### config.mk
export PLATFORM = sky130hd
export DESIGN_NAME = pi_fifo_link_ctrl
export DESIGN_NICKNAME = d
export VERILOG_FILES = /design/src/rtl/pi_fifo_link_ctrl.sv
export SDC_FILE = /design/constraint.sdc
export NUM_CORES = 1
export LEC_CHECK = 0
export BUFFER_PORTS_ARGS = -buffer_cell sky130_fd_sc_hd__buf_2
export CAP_MARGIN = 20
export CORE_MARGIN = 2
export CORE_UTILIZATION = 56
export CTS_BUF_LIST = sky130_fd_sc_hd__clkbuf_4 sky130_fd_sc_hd__clkbuf_8
export DETAILED_ROUTE_END_ITERATION = 7
export GPL_TIMING_DRIVEN = 0
export PLACE_DENSITY = 0.85
export SYNTH_ARGS = -nofsm -noshare
export SYNTH_HDL_FRONTEND = slang
export SYNTH_SLANG_ARGS = --single-unit
### constraint.sdc
create_clock -name CLK -period 4.2 [get_ports CLK]
set_clock_uncertainty 0.15 [all_clocks]
set_input_delay 0.21 -clock CLK [delete_from_list [all_inputs] [get_ports CLK]]
set_output_delay 0.21 -clock CLK [all_outputs]
set_load 0.02 [all_outputs]
### src/rtl/pi_fifo_link_ctrl.sv
`default_nettype none
// ============================================================================
//  Module  : pi_fifo_link_ctrl
//  Purpose : Pi-side sequencer for the dual 40105 FIFO link; drains the
//            host->slave FIFO and fills the slave->host FIFO over shared sd.
//  Rev     : 1.0  initial release
// ============================================================================
module pi_fifo_link_ctrl #(
  parameter int WIDTH          = 8,
  parameter int SYNC_STAGES    = 2,
  parameter int SETUP_CYCLES   = 2,
  parameter int PULSE_CYCLES   = 2,
  parameter int RECOVER_CYCLES = 4
) (
  input  logic             CLK,
  input  logic             RESET,
  input  logic             fifo_slave_dor,
  input  logic             fifo_slave_dir,
  output logic             slave_fifo_sob,
  output logic             slave_fifo_oeb,
  output logic             slave_fifo_si,
  output logic             bus_wnr,
  input  logic [WIDTH-1:0] sd_in,
  output logic [WIDTH-1:0] sd_out,
  output logic             sd_oe,
  input  logic [WIDTH-1:0] tx_data,
  input  logic             tx_valid,
  output logic             tx_ready,
  output logic [WIDTH-1:0] rx_data,
  output logic             rx_valid,
  input  logic             rx_ready
);

  localparam int c_MAX_SP  = (SETUP_CYCLES > PULSE_CYCLES) ? SETUP_CYCLES : PULSE_CYCLES;
  localparam int c_MAX_CYC = (c_MAX_SP > RECOVER_CYCLES) ? c_MAX_SP : RECOVER_CYCLES;
  localparam int c_TW      = $clog2(c_MAX_CYC) + 1;

  localparam logic [c_TW-1:0] c_LOAD_SETUP   = c_TW'(SETUP_CYCLES - 1);
  localparam logic [c_TW-1:0] c_LOAD_PULSE   = c_TW'(PULSE_CYCLES - 1);
  localparam logic [c_TW-1:0] c_LOAD_RECOVER = c_TW'(RECOVER_CYCLES - 1);
  localparam logic [c_TW-1:0] c_ZERO         = '0;
  localparam logic [c_TW-1:0] c_ONE          = c_TW'(1);

  typedef enum logic [2:0] {
    S_IDLE, S_RD_SETUP, S_RD_SO, S_RD_RECOVER,
    S_WR_SETUP, S_WR_SI, S_WR_HOLD, S_WR_RECOVER
  } state_t;

  state_t r_state;
  state_t w_state_next;

  logic [SYNC_STAGES-1:0] r_dor_sync;
  logic [SYNC_STAGES-1:0] r_dir_sync;
  logic [c_TW-1:0]        r_timer;
  logic [c_TW-1:0]        w_timer_load;
  logic                   w_timer_done;
  logic                   r_last_grant_wr;
  logic                   w_dor_s;
  logic                   w_dir_s;
  logic                   w_rd_req;
  logic                   w_wr_req;
  logic                   w_grant_rd;
  logic                   w_grant_wr;
  logic                   w_drive_next;
  logic                   r_sob;
  logic                   r_oeb;
  logic                   r_si;
  logic                   r_drive;
  logic [WIDTH-1:0]       r_sd_out;
  logic [WIDTH-1:0]       r_rx_data;
  logic                   r_rx_valid;

  always_ff @(posedge CLK or posedge RESET) begin
    if (RESET) begin
      r_dor_sync <= '0;
      r_dir_sync <= '0;
    end else begin
      r_dor_sync <= {r_dor_sync[SYNC_STAGES-2:0], fifo_slave_dor};
      r_dir_sync <= {r_dir_sync[SYNC_STAGES-2:0], fifo_slave_dir};
    end
  end

  assign w_dor_s      = r_dor_sync[SYNC_STAGES-1];
  assign w_dir_s      = r_dir_sync[SYNC_STAGES-1];
  assign w_rd_req     = w_dor_s & ~r_rx_valid;
  assign w_wr_req     = w_dir_s & tx_valid;
  assign w_timer_done = (r_timer == c_ZERO);

  always_ff @(posedge CLK or posedge RESET) begin
    if (RESET) begin
      r_state <= S_IDLE;
    end else begin
      r_state <= w_state_next;
    end
  end

  always_comb begin
    w_state_next = r_state;
    w_grant_rd   = 1'b0;
    w_grant_wr   = 1'b0;
    case (r_state)
      S_IDLE: begin
        if (w_rd_req && w_wr_req) begin
          w_grant_rd = r_last_grant_wr;
          w_grant_wr = ~r_last_grant_wr;
        end else begin
          w_grant_rd = w_rd_req;
          w_grant_wr = w_wr_req;
        end
        if (w_grant_rd)      w_state_next = S_RD_SETUP;
        else if (w_grant_wr) w_state_next = S_WR_SETUP;
      end
      S_RD_SETUP:   if (w_timer_done) w_state_next = S_RD_SO;
      S_RD_SO:      if (w_timer_done) w_state_next = S_RD_RECOVER;
      S_RD_RECOVER: if (w_timer_done) w_state_next = S_IDLE;
      S_WR_SETUP:   if (w_timer_done) w_state_next = S_WR_SI;
      S_WR_SI:      if (w_timer_done) w_state_next = S_WR_HOLD;
      S_WR_HOLD:    w_state_next = S_WR_RECOVER;
      S_WR_RECOVER: if (w_timer_done) w_state_next = S_IDLE;
      default:      w_state_next = S_IDLE;
    endcase
  end

  always_comb begin
    w_timer_load = c_ZERO;
    case (w_state_next)
      S_RD_SETUP, S_WR_SETUP:     w_timer_load = c_LOAD_SETUP;
      S_RD_SO, S_WR_SI:           w_timer_load = c_LOAD_PULSE;
      S_RD_RECOVER, S_WR_RECOVER: w_timer_load = c_LOAD_RECOVER;
      default:                    w_timer_load = c_ZERO;
    endcase
  end

  always_ff @(posedge CLK or posedge RESET) begin
    if (RESET) begin
      r_timer <= c_ZERO;
    end else if (w_state_next != r_state) begin
      r_timer <= w_timer_load;
    end else if (!w_timer_done) begin
      r_timer <= r_timer - c_ONE;
    end
  end

  always_ff @(posedge CLK or posedge RESET) begin
    if (RESET) begin
      r_last_grant_wr <= 1'b1;
    end else if (w_grant_rd) begin
      r_last_grant_wr <= 1'b0;
    end else if (w_grant_wr) begin
      r_last_grant_wr <= 1'b1;
    end
  end

  // Strobes are registered from the next state so the pads never see decode glitches.
  assign w_drive_next = (w_state_next == S_WR_SETUP) || (w_state_next == S_WR_SI) ||
                        (w_state_next == S_WR_HOLD);

  always_ff @(posedge CLK or posedge RESET) begin
    if (RESET) begin
      r_sob   <= 1'b1;
      r_oeb   <= 1'b1;
      r_si    <= 1'b0;
      r_drive <= 1'b0;
    end else begin
      r_sob   <= (w_state_next != S_RD_SO);
      r_oeb   <= !((w_state_next == S_RD_SETUP) || (w_state_next == S_RD_SO));
      r_si    <= (w_state_next == S_WR_SI);
      r_drive <= w_drive_next;
    end
  end

  always_ff @(posedge CLK or posedge RESET) begin
    if (RESET) begin
      r_sd_out <= '0;
    end else if (w_grant_wr) begin
      r_sd_out <= tx_data;
    end
  end

  // Capture at the end of the first SO cycle: the bus has then been stable SETUP_CYCLES+1.
  always_ff @(posedge CLK or posedge RESET) begin
    if (RESET) begin
      r_rx_data  <= '0;
      r_rx_valid <= 1'b0;
    end else if ((r_state == S_RD_SO) && (r_timer == c_LOAD_PULSE)) begin
      r_rx_data  <= sd_in;
      r_rx_valid <= 1'b1;
    end else if (r_rx_valid && rx_ready) begin
      r_rx_valid <= 1'b0;
    end
  end

  assign slave_fifo_sob = r_sob;
  assign slave_fifo_oeb = r_oeb;
  assign slave_fifo_si  = r_si;
  assign bus_wnr        = r_drive;
  assign sd_oe          = r_drive;
  assign sd_out         = r_sd_out;
  assign tx_ready       = w_grant_wr;
  assign rx_data        = r_rx_data;
  assign rx_valid       = r_rx_valid;

endmodule
`default_nettype wire

# Word-level counts from Yosys, hierarchy flattened
# Cells that the tools add are included.
dict set report classes {
  div 0
  add_sub_neg 1
  mux 21
  n_bitwise 4
  order_cmp 0
  eq_ne 18
  n_mul 0
  n_shift 0
  reduce_logical 14
}
# operator count
set ops {}
lappend ops {{$mux W3} 9}
lappend ops {{$eq A3 B3 Y1 const B} 8}
lappend ops {{$pmux W3 S7} 1}
lappend ops {{$eq A3 B2 Y1 const B} 4}
lappend ops {{$mux W1} 10}
lappend ops {{$eq A3 B1 Y1 const B} 3}
lappend ops {{$logic_not A3 Y1} 2}
lappend ops {{$pmux W2 S2} 1}
lappend ops {{$reduce_bool A2 Y1} 2}
lappend ops {{$reduce_or A2 Y1} 2}
lappend ops {{$reduce_or A4 Y1} 1}
lappend ops {{$logic_and A1 B1 Y1} 3}
lappend ops {{$logic_or A1 B1 Y1} 3}
lappend ops {{$ne A3 B2 Y1 const B} 1}
lappend ops {{$ne A3 B3 Y1} 1}
lappend ops {{$sub A3 B1 Y3 const B} 1}
lappend ops {{$and A1 B1 Y1} 2}
lappend ops {{$ne A2 B1 Y1 const B} 1}
lappend ops {{$not A1 Y1} 2}
lappend ops {{$logic_not A1 Y1} 1}
dict set report totals {
  register_bits 32
  latchBits 0
  in_bits 22
  mem_bits_rw 0
  mem_bits_ro 0
  elab_cells 70
  memories 0
  output_inout_bits 23
}

# Depth between registers and ports, before layout
dict set report logic_depth {
  word_depth 12
  ltp_mapped 7
  mapped_depth_nobuf 6
}

# Worst setup path before layout
# No wires, ideal clock.
dict set report synth_timing {
  path_type {flip-flop to flip-flop}
  start {register r_timer[0]}
  end {register r_oeb (netlist: slave_fifo_oeb)}
  setup_time_ns 0.083
  setup_slack_ns 2.572
  period_less_slack_ns 1.628
  path_stages_with_launch 8
  arrival_time_ns 1.395
  required_ns 3.967
  path_buffers 1
  path_cell_list {dfrtp_1 -> inv_1 -> ha_1 -> nor2b_2 -> buf_4 -> a31oi_1 -> a21o_1 -> a221o_1}
}
dict set report synth_between {
  elab_chain_len 6
  word_cells_on_any_way 11
  cone_classes {2 x eq/ne; 6 x mux; 3 x reduce/logical}
}
# element line
set synth_rtl {}
lappend synth_rtl {{start, declared} 54} ;# logic [c_TW-1:0] r_timer;
lappend synth_rtl {{start signal, assigned} 136} ;# r_timer <= c_ZERO;
lappend synth_rtl {{start signal, assigned} 138} ;# r_timer <= w_timer_load;
lappend synth_rtl {{start signal, assigned} 140} ;# r_timer <= r_timer - c_ONE;
lappend synth_rtl {{$logic_not A3 Y1 *} 87} ;# assign w_timer_done = (r_timer == c_ZERO);
lappend synth_rtl {{$mux W3 (on tied branches)} --}
lappend synth_rtl {{$pmux W3 S7 *} 101} ;# case (r_state)
lappend synth_rtl {{via w_state_next[2]} 50} ;# state_t w_state_next;
lappend synth_rtl {{$eq A3 B1 Y1 or $eq A3 B2 Y1 (tied branches)} 166} ;# r_oeb <= !((w_state_next == S_RD_SETUP) || (w_state_next == S_RD_SO));
lappend synth_rtl {{$logic_or A1 B1 Y1 *} 166}
lappend synth_rtl {{$logic_not A1 Y1 *} 166}
lappend synth_rtl {{end signal, assigned} 166}
lappend synth_rtl {{end, declared} 66} ;# logic r_oeb;
# The timed path passes the listed nets; every way through them passes the cells marked *.
# A chain may end at the register's enable or synchronous reset.

# Worst setup path after layout
dict set report layout_timing {
  start {register r_dor_sync[1]}
  end {output port tx_ready}
}
dict set report layout_between {
  elab_chain_len 5
}
# element line
set layout_rtl {}
lappend layout_rtl {{start, declared} 52} ;# logic [SYNC_STAGES-1:0] r_dor_sync;
lappend layout_rtl {{start signal, assigned} 78} ;# r_dor_sync <= {r_dor_sync[SYNC_STAGES-2:0], fifo_slave_dor};
lappend layout_rtl {{$and A1 B1 Y1} 85} ;# assign w_rd_req = w_dor_s & ~r_rx_valid;
lappend layout_rtl {{$logic_and A1 B1 Y1} 103} ;# if (w_rd_req && w_wr_req) begin
lappend layout_rtl {{$mux W1} 103}
lappend layout_rtl {{$mux W1 (2 in series)} 101}
lappend layout_rtl {{end, declared} 28} ;# output logic tx_ready,
# No other way between the ends. The select of a mux whose other input is x is not followed.

==> results.json <==
{
  "synth_cells": 117,
  "hpwlAfterDp_mm": 2.04,
  "clk_path_buf_depth": 2,
  "ys_types": 36,
  "slew_viol_final": 0,
  "grt_start_max_net_pins": 19,
  "placed_area_um2": 1760,
  "ios": 45,
  "post_synth.cell_area_avg_um2": 12.6,
  "drc": 0,
  "period_share": 0.451,
  "ir_worst_vdd_v": 0.000517,
  "drtIter0Drc": 12,
  "area_delta_synth_final_pct": 36.8,
  "place_congestion": 0.870,
  "synth_nets": 142,
  "final_common_cell": "buf_2",
  "cts_resized": 0,
  "h-tree-depth": 2,
  "antenna_cells": 0,
  "setup_viol": 0,
  "rsz0062_at_grt": "false",
  "antenna_left": 0,
  "synth_area_leader_cell": "dfrtp_1",
  "grt_pass1_wl_mm": 5.84,
  "synth_area_leaders": "dfrtp_1 (49%), mux2_4 (8.2%), mux2_1 (6.1%)",
  "cts.clk_slew.worst_paths_ps": 90,
  "ys_seq_elements": 32,
  "antenna_found_initial": 0,
  "critPathLaunchType": "flop",
  "gr-total-overflow": 0,
  "slew_headroom": 0.567,
  "clock-sinks": 32,
  "die_area_um2": 3050,
  "worstPathArrival_ps": 1530,
  "worstPathRequired_ps": 3840,
  "fin_tns_setup_ps": 0,
  "netlist_area_um2": 1470,
  "drive_above_1_share": 0.413,
  "port_buffers": 44,
  "synth_top_cell_area_share": 0.493,
  "ys_seq_area_frac": 0.547,
  "period_needed_ps": 1890,
  "grt_pass1_vias": 1249,
  "routed_wl_mm": 3.50,
  "post_cts_buffers": 0,
  "die_h_um": 55.3,
  "max_cap_violations": 0,
  "first_pass_iters": 4,
  "power_density_nw_per_um2": 731,
  "critPathMaxFanout": 9,
  "stdcell_area_um2": 2010,
  "total_power_mw": 1.47,
  "leakage_nw": 1.02,
  "critPathCaptureType": "output port",
  "critPathKind": "flop to output port",
  "start_util": 0.594,
  "fmax_mhz": 528,
  "nets": 213,
  "hold_ws_ps": 21.6,
  "tritoncts": "done",
  "hold_class": "primary input to flop",
  "via_count": 1196,
  "row_count": 18,
  "worst_pin_slew_ps": 649,
  "core_area_um2": 2480,
  "track_usage": 0.249,
  "cts_buffers": 5,
  "clkLatencyLatePin_ps": 320,
  "dieWidth_um": 55.3,
  "mostFrequentLayoutCells": "buf_2 (48), dfrtp_1 (29), dlygate4sd3_1 (19)",
  "avgViaCountPerCell": 5.46,
  "status": "completed",
  "cts-root-buf": "clkbuf_4",
  "reg2reg_slack_ps": 2360,
  "final_hold_viol_count": 0,
  "routedWlPerCell_um": 16.0,
  "ys_warn_count": 0
}
## power breakdown
part	switching [mW]	internal, mW	total [mW]
registers	0.0830	0.447	0.530
logic	0.423	0.325	0.748
clock network	0.0986	0.0955	0.194
total	0.604	0.867	1.47
## per-layer routing
layer	track usage	routed length [um]
met1	0.284	1320
met2	0.444	1890
met3	0.0773	195
met4	0.0732	84
met5	0	0
## timing repair
action                                 CTS  global route
hold buffers                            19             0
endpoints found under the hold margin   31             0
setup endpoints to repair                0             0
## state kept, by name (all words and copies together), names as in the netlist
signal / count
r_dir_sync: 2
sd_out: 8
r_dor_sync: 2
rx_data: 8
slave_fifo_si: 1
rx_valid: 1
r_timer: 3
r_last_grant_wr: 1
bus_wnr: 1
slave_fifo_oeb: 1
r_state: 3
slave_fifo_sob: 1
## final cells by class
class	count	area, um^2
well taps	30	37.5
plain buffers	7	42.5
clock buffers	8	66.3
fillers	125	464
multi-input cells	71	598
repair buffers	64	438
flip-flops and latches	32	805
inverters	7	26.3
## final timing paths
| kind | from | to | cells past startpoint |
|---|---|---|---|
| max in group asynchronous | RESET | slave_fifo_oeb | 4 |
| worst min register to register | r_dor_sync[0] | r_dor_sync[1] | 0 |
| worst max-delay path | r_dor_sync[1] | tx_ready | 5 |
| worst min-delay path | rx_ready | rx_valid | 3 |
| min in group asynchronous | RESET | rx_data[5] | 3 |
| worst max register to register | r_timer[0] | r_timer[0] | 6 |
## worst max-delay path, stage by stage, from the launching register on
cell and delay (ps):
dfrtp_1 400, nor2b_4 140, a21oi_4 210, nand3_4 200
inv_1 100, buf_2 160
## cells by family (layout without fill, tap and decap cells)
| logic type | Yosys count | in the layout | synth area share |
|---|---|---|---|
| AOI/OAI and AO/OA | 23 | 23 | 0.115 |
| xor gates and xnor gates | 2 | 2 | 0.0119 |
| adders and majority gates | 3 | 3 | 0.0255 |
| buffers and inverters | 14 | 86 | 0.0468 |
| DFF | 32 | 32 | 0.547 |
| muxes | 17 | 17 | 0.150 |
| and+or+nand+nor | 26 | 26 | 0.105 |
## cell usage after synthesis
library cell,instances
a21o_1,1
a21oi_4,1
mux2_4,8
nor2b_1,1
buf_2,4
nand2b_1,3
dfstp_2,3
a221o_1,1
inv_1,6
nand3_4,1
nor2b_2,1
a21o_2,1
nand3_1,2
ha_1,3
o221ai_1,1
o31ai_1,2
dfrtp_1,29
a31oi_1,2
a22oi_1,1
buf_4,3
and4b_1,1
nand2_1,8
inv_2,1
mux2_1,8
nor2_1,6
a21oi_1,3
o21ai_0,4
nor2b_4,1
nor2_4,1
o22ai_1,2
nor3_1,1
o21a_1,2
a221oi_1,1
xnor2_1,2
mux2i_1,1
o221a_1,1
## stage by stage
stage,utilization,setup slack (ps),cells
after global placement,0.698,2480,191
after floorplan,-,2570,117
after detailed placement,0.709,2410,192
final,0.813,2310,219
after global routing,0.813,2210,219
after CTS,0.813,2330,219
(Power assumes the default switching activity.)
